## config.mk

```make
export PLATFORM = sky130hd
export DESIGN_NAME = ethernet_mmio_arbiter
export DESIGN_NICKNAME = d
export VERILOG_FILES = /design/src/rtl/ethernet_mmio_arbiter.sv
export SDC_FILE = /design/constraint.sdc
export NUM_CORES = 1
export LEC_CHECK = 0
export ABC_AREA = 1
export BUFFER_PORTS_ARGS = -buffer_cell sky130_fd_sc_hd__buf_2
export CORE_UTILIZATION = 45
export CTS_CLUSTER_SIZE = 25
export DETAILED_ROUTE_END_ITERATION = 7
export GPL_TIMING_DRIVEN = 0
export PLACE_DENSITY = 0.76
export SLEW_MARGIN = 30
export SYNTH_ARGS = -nofsm -noshare
export SYNTH_HDL_FRONTEND = slang
export SYNTH_SLANG_ARGS = --single-unit
```

## constraint.sdc

```tcl
create_clock -name clk_i -period 3.58 [get_ports clk_i]
set_input_delay 0.358 -clock clk_i [delete_from_list [all_inputs] [get_ports clk_i]]
set_output_delay 0.358 -clock clk_i [all_outputs]
set_load 0.03 [all_outputs]
```

## src/rtl/ethernet_mmio_arbiter.sv

```systemverilog
// Round-robin arbiter sharing the Ethernet control unit MMIO port among requesters.
// Define ETH_MMIO_ARB_STRICT_PRIO_EN for fixed priority (lowest index wins).
module ethernet_mmio_arbiter #(
  parameter int num_req_p    = 2,
  parameter int data_width_p = 32,
  parameter int addr_width_p = 14,
  parameter int size_width_p = 2
) (
  input  logic                              clk_i,
  input  logic                              reset_n_i,
  input  logic [num_req_p-1:0]              req_v_i,
  output logic [num_req_p-1:0]              req_ready_o,
  input  logic [num_req_p-1:0]              req_w_i,
  input  logic [num_req_p*addr_width_p-1:0] req_addr_i,
  input  logic [num_req_p*size_width_p-1:0] req_size_i,
  input  logic [num_req_p*data_width_p-1:0] req_data_i,
  output logic [num_req_p-1:0]              resp_v_o,
  input  logic [num_req_p-1:0]              resp_yumi_i,
  output logic [data_width_p-1:0]           resp_data_o,
  output logic                              resp_err_o,
  output logic [addr_width_p-1:0]           ecu_addr_o,
  output logic                              ecu_write_en_o,
  output logic                              ecu_read_en_o,
  output logic [size_width_p-1:0]           ecu_op_size_o,
  output logic [data_width_p-1:0]           ecu_write_data_o,
  input  logic [data_width_p-1:0]           ecu_read_data_i,
  input  logic                              ecu_decode_err_i
);

  localparam int IdxW = (num_req_p > 2) ? 2 : 1;
  localparam logic [num_req_p-1:0] OneHot0 = {{(num_req_p-1){1'b0}}, 1'b1};

  typedef enum logic [1:0] {IDLE, ISSUE, CAPTURE, RESP} state_e;

  state_e                  state_q;
  logic [IdxW-1:0]         rr_q, g_q, gnt, rr_d;
  logic                    found;
  logic                    w_q, err_q;
  logic [addr_width_p-1:0] addr_q;
  logic [size_width_p-1:0] size_q;
  logic [data_width_p-1:0] wdata_q, rdata_q;
  logic [num_req_p-1:0]    resp_v_q, gnt_oh, own_oh;
  logic                    issue;

  // Two passes: indices at/after the pointer first, then the wrapped ones.
  always_comb begin
    found = 1'b0;
    gnt   = '0;
    for (int j = 0; j < num_req_p; j++) begin
      if (!found && req_v_i[j] && IdxW'(j) >= rr_q) begin
        found = 1'b1;
        gnt   = IdxW'(j);
      end
    end
    for (int j = 0; j < num_req_p; j++) begin
      if (!found && req_v_i[j] && IdxW'(j) < rr_q) begin
        found = 1'b1;
        gnt   = IdxW'(j);
      end
    end
  end

  always_comb begin
    rr_d = '0;
`ifndef ETH_MMIO_ARB_STRICT_PRIO_EN
    if (int'(g_q) != num_req_p - 1) rr_d = g_q + 1'b1;
`endif
  end

  assign gnt_oh = OneHot0 << gnt;
  assign own_oh = OneHot0 << g_q;
  assign issue  = (state_q == ISSUE);

  assign req_ready_o      = (state_q == IDLE && found) ? gnt_oh : '0;
  assign ecu_addr_o       = issue ? addr_q : '0;
  assign ecu_op_size_o    = issue ? size_q : '0;
  assign ecu_write_data_o = issue ? wdata_q : '0;
  assign ecu_write_en_o   = issue & w_q;
  assign ecu_read_en_o    = issue & ~w_q;
  assign resp_v_o         = resp_v_q;
  assign resp_data_o      = rdata_q;
  assign resp_err_o       = err_q;

  always_ff @(posedge clk_i or negedge reset_n_i) begin
    if (!reset_n_i) begin
      state_q  <= IDLE;
      rr_q     <= '0;
      g_q      <= '0;
      w_q      <= 1'b0;
      err_q    <= 1'b0;
      addr_q   <= '0;
      size_q   <= '0;
      wdata_q  <= '0;
      rdata_q  <= '0;
      resp_v_q <= '0;
    end else begin
      unique case (state_q)
        IDLE: begin
          if (found) begin
            g_q     <= gnt;
            w_q     <= req_w_i[gnt];
            addr_q  <= req_addr_i[int'(gnt)*addr_width_p +: addr_width_p];
            size_q  <= req_size_i[int'(gnt)*size_width_p +: size_width_p];
            wdata_q <= req_data_i[int'(gnt)*data_width_p +: data_width_p];
            state_q <= ISSUE;
          end
        end
        ISSUE: begin
          err_q   <= ecu_decode_err_i;
          state_q <= CAPTURE;
        end
        CAPTURE: begin
          rdata_q  <= (w_q || err_q) ? '0 : ecu_read_data_i;
          resp_v_q <= own_oh;
          state_q  <= RESP;
        end
        RESP: begin
          if (resp_yumi_i[g_q]) begin
            resp_v_q <= '0;
            rr_q     <= rr_d;
            state_q  <= IDLE;
          end
        end
        default: state_q <= IDLE;
      endcase
    end
  end

endmodule

```

==> flow_summary_export.csv <==
group,metric,value,unit
status,status,"completed",
clocking,cts_buffer_depth,2,
timing,final.setup.tns,0,ns
clocking,clkLatencyLatePin,0.36,ns
clocking,cts_tree,"yes",
layout,nNetsFinal,952,
die,io_pins,224,
worst_setup_path,startpoint_type,"flip-flop",
timing,fmax,0.398,GHz
synthesis,synth_top_cell_area_share,50.0,%
layout,syn2layout_area_growth,33.8,%
die,std_cell_rows,35,
synthesis,synthCells,576,
timing,slew_viol_final,0,
worst_setup_path,arrival,2.16,ns
drt,postRouteAntennaNets,0,
hold_path,holdCritPathClass,"input pin to flip-flop",
synthesis,ys_types,17,
global_routing,grt_pass1_wl,22100,um
drt,vias_per_cell,5.10,
timing,relSlewSlack,58.5,%
layout,fill_cells,906,
synthesis,syn_avg_cell_area,7.65,um2
synthesis,ys_top_cells_by_area,"dfrtp_1, nand2_1, nand3_1",
global_routing,antenna_found_initial,1,
place,gp_congestion,0.878,
drt,drc,0,
drt,wire_per_inst,15.1,um
power,finalPower,5.29,mW
worst_setup_path,path_cells,"inv_1, ha_1, clkbuf_1, clkbuf_1, nand2_1, inv_1, buf_2",
power,p_leak,3.64,nW
place,pre_cts_ws,1.43,ns
timing,rsz0062_at_grt,"false",
die,fp.dieW,101,um
die,dieArea,10200,um2
layout,final_layout_size_suffix_gt1_share,32.0,%
synthesis,synth-seq-cells,88,
global_routing,overflow,0,
timing,period_minus_slack,2.51,ns
worst_setup_path,critical-path-top-delay-family,"buffers and inverters",
worst_setup_path,slowest_delay,0.48,ns
worst_setup_path,path_buf_inv,5,
drt,num_vias,4822,
timing,period_share,70.2,%
synthesis,yosysSeqAreaShare,50.0,%
power,p_per_area,898,nW/um2
die,initial_core_util,47.0,%
clocking,cts_root_buf,"clkbuf_8",
place,placed_area,5710,um2
clocking,cts_resized,0,
timing,hold_viol,0,
synthesis,ys_warn_count,0,
place,dp_hpwl,10700,um
worst_setup_path,critPathKind,"flip-flop to primary output",
timing,worst_pin_slew,0.623,ns
worst_setup_path,endpoint_kind,"primary output",
drt,drt-initial-drc-count,295,
synthesis,netlist.top_cell.by_area,"dfrtp_1",
global_routing,grt_max_degree,69,
clocking,clock-sinks,88,
timing,setup_violations,0,
die,core,9370,um2
global_routing,grt_usage,28.3,%
clocking,cts.htree.levels,3,
layout,finalInstanceArea,5890,um2
timing,finalWorstSetupSlack,1.07,ns
drt,dr.pass1.iters,5,
synthesis,syn_nets,717,
flow_run,cap_violations,0,
timing,fin_worst_skew,0.0105,ns
worst_setup_path,cpMaxStageDelayCell,"clkbuf_1",
power,ir_drop,0.545,mV
synthesis,syn_area,4400,um2
clocking,cts_made_buffers,9,
worst_setup_path,crit_fanout,10,
worst_setup_path,critPathRequiredTime,3.22,ns
layout,final_util,62.9,%
global_routing,grt_pass1_vias,4640,
clocking,cts.clk_slew.worst_paths,0.08,ns
drt,totalWireLength,14200,um
die,die_h,101,um
place,io_buffer_count,222,
[what timing repair did]
| item | in CTS | in global routing |
|---|---|---|
| setup buffers | 0 | 0 |
| hold buffers | 1 | 0 |
| hold endpoints to repair | 20 | 0 |
[cells in the final DEF, fill, tap and decap left out]
cell	n
o21ai_0	3
buf_16	1
nor2_2	2
buf_4	1
buf_1	1
nand2_1	183
o21ai_2	1
nand3_1	133
clkbuf_1	29
dlygate4sd3_1	1
buf_2	237
nor2_1	6
diode_2	1
inv_1	56
clkinv_2	4
dfrtp_1	88
nand4_1	49
buf_6	2
clkbuf_8	11
ha_1	4
inv_2	2
a21oi_1	1
[cell families after synthesis]
group | Yosys count | share of synthesized area (%)
adders and majority gates | 4 | 1.14
AOI/OAI and AO/OA | 5 | 0.653
DFF | 88 | 50.0
and+or+nand+nor | 373 | 38.5
buffers and inverters | 106 | 9.74
[per-layer routing]
layer | global-route usage, % | part of all wire, % | wire [um]
met3 | 7.49 | 9.8 | 1390
met2 | 47.2 | 48 | 6780
met5 | 0 | 0 | 0
met1 | 34.7 | 40 | 5700
met4 | 12.4 | 2.5 | 356
[cells in the mapped netlist]
master and n:
o21ai_0 3, o21ai_2 1, nand3_1 133, nor2_2 2
dfrtp_1 88, buf_1 1, buf_6 1, ha_1 4
buf_4 1, a21oi_1 1, buf_2 16, inv_1 56
nand4_1 49, clkbuf_1 29, nor2_1 6, inv_2 2
nand2_1 183
[worst paths after layout]
path | from | end | slack, ns | cells after the start
max | state_q[1]$_DFFE_PN0P_ | ecu_addr_o[13] | 1.07 | 7
min | ecu_decode_err_i | resp_err_o$_DFFE_PN0N_ | 0.21 | 3
max reg2reg | state_q[0]$_DFFE_PN0P_ | wdata_q[20]$_DFFE_PN0P_ | 1.84 | 6
min reg2reg | resp_data_o[9]$_DFFE_PN0P_ | resp_data_o[9]$_DFFE_PN0P_ | 0.48 | 2
max in group asynchronous | reset_n_i | wdata_q[6]$_DFFE_PN0P_ | 2.58 | 3
min in group asynchronous | reset_n_i | resp_data_o[6]$_DFFE_PN0P_ | 0.41 | 2
[flip-flops by register name (all words and copies together) (netlist names)]
| register | count |
|---|---|
| resp_data_o | 32 |
| wdata_q | 32 |
| addr_q | 14 |
| resp_v_o | 2 |
| size_q | 2 |
| state_q | 2 |
| g_q | 1 |
| resp_err_o | 1 |
| rr_q | 1 |
| w_q | 1 |
[worst min-delay path, delay by kind of cell]
kind / cells / cell delay, ns
and+or+nand+nor: 2 / 0.09
buffers and inverters: 1 / 0.08
[where the power goes]
group | leakage, nW | internal (mW) | switching (mW)
clock | 0.0947 | 0.282 | 0.342
combinational | 2.43 | 0.852 | 2.08
sequential | 1.11 | 1.47 | 0.260
[final cells by class]
cell class | count | area, um2 | share of cell area (%)
clock buffers | 11 | 151 | 2.57
clock inverters | 4 | 20.0 | 0.340
diodes | 1 | 2.50 | 0.0425
repair buffers | 224 | 1150 | 19.6
flip-flops and latches | 88 | 2200 | 37.4
multi-input cells | 382 | 1770 | 30.1
well taps | 129 | 161 | 2.74
inverters | 58 | 218 | 3.69
plain buffers | 48 | 211 | 3.59
[stage by stage]
stage / cells / hold WS [ns]
finish: 945 / 0.212
global placement: 927 / 0.458
CTS: 944 / 0.202
floorplan: 576 / 0.0624
global route: 944 / 0.215
detailed placement: 928 / 0.222
Power figures use the tool's default switching activity.
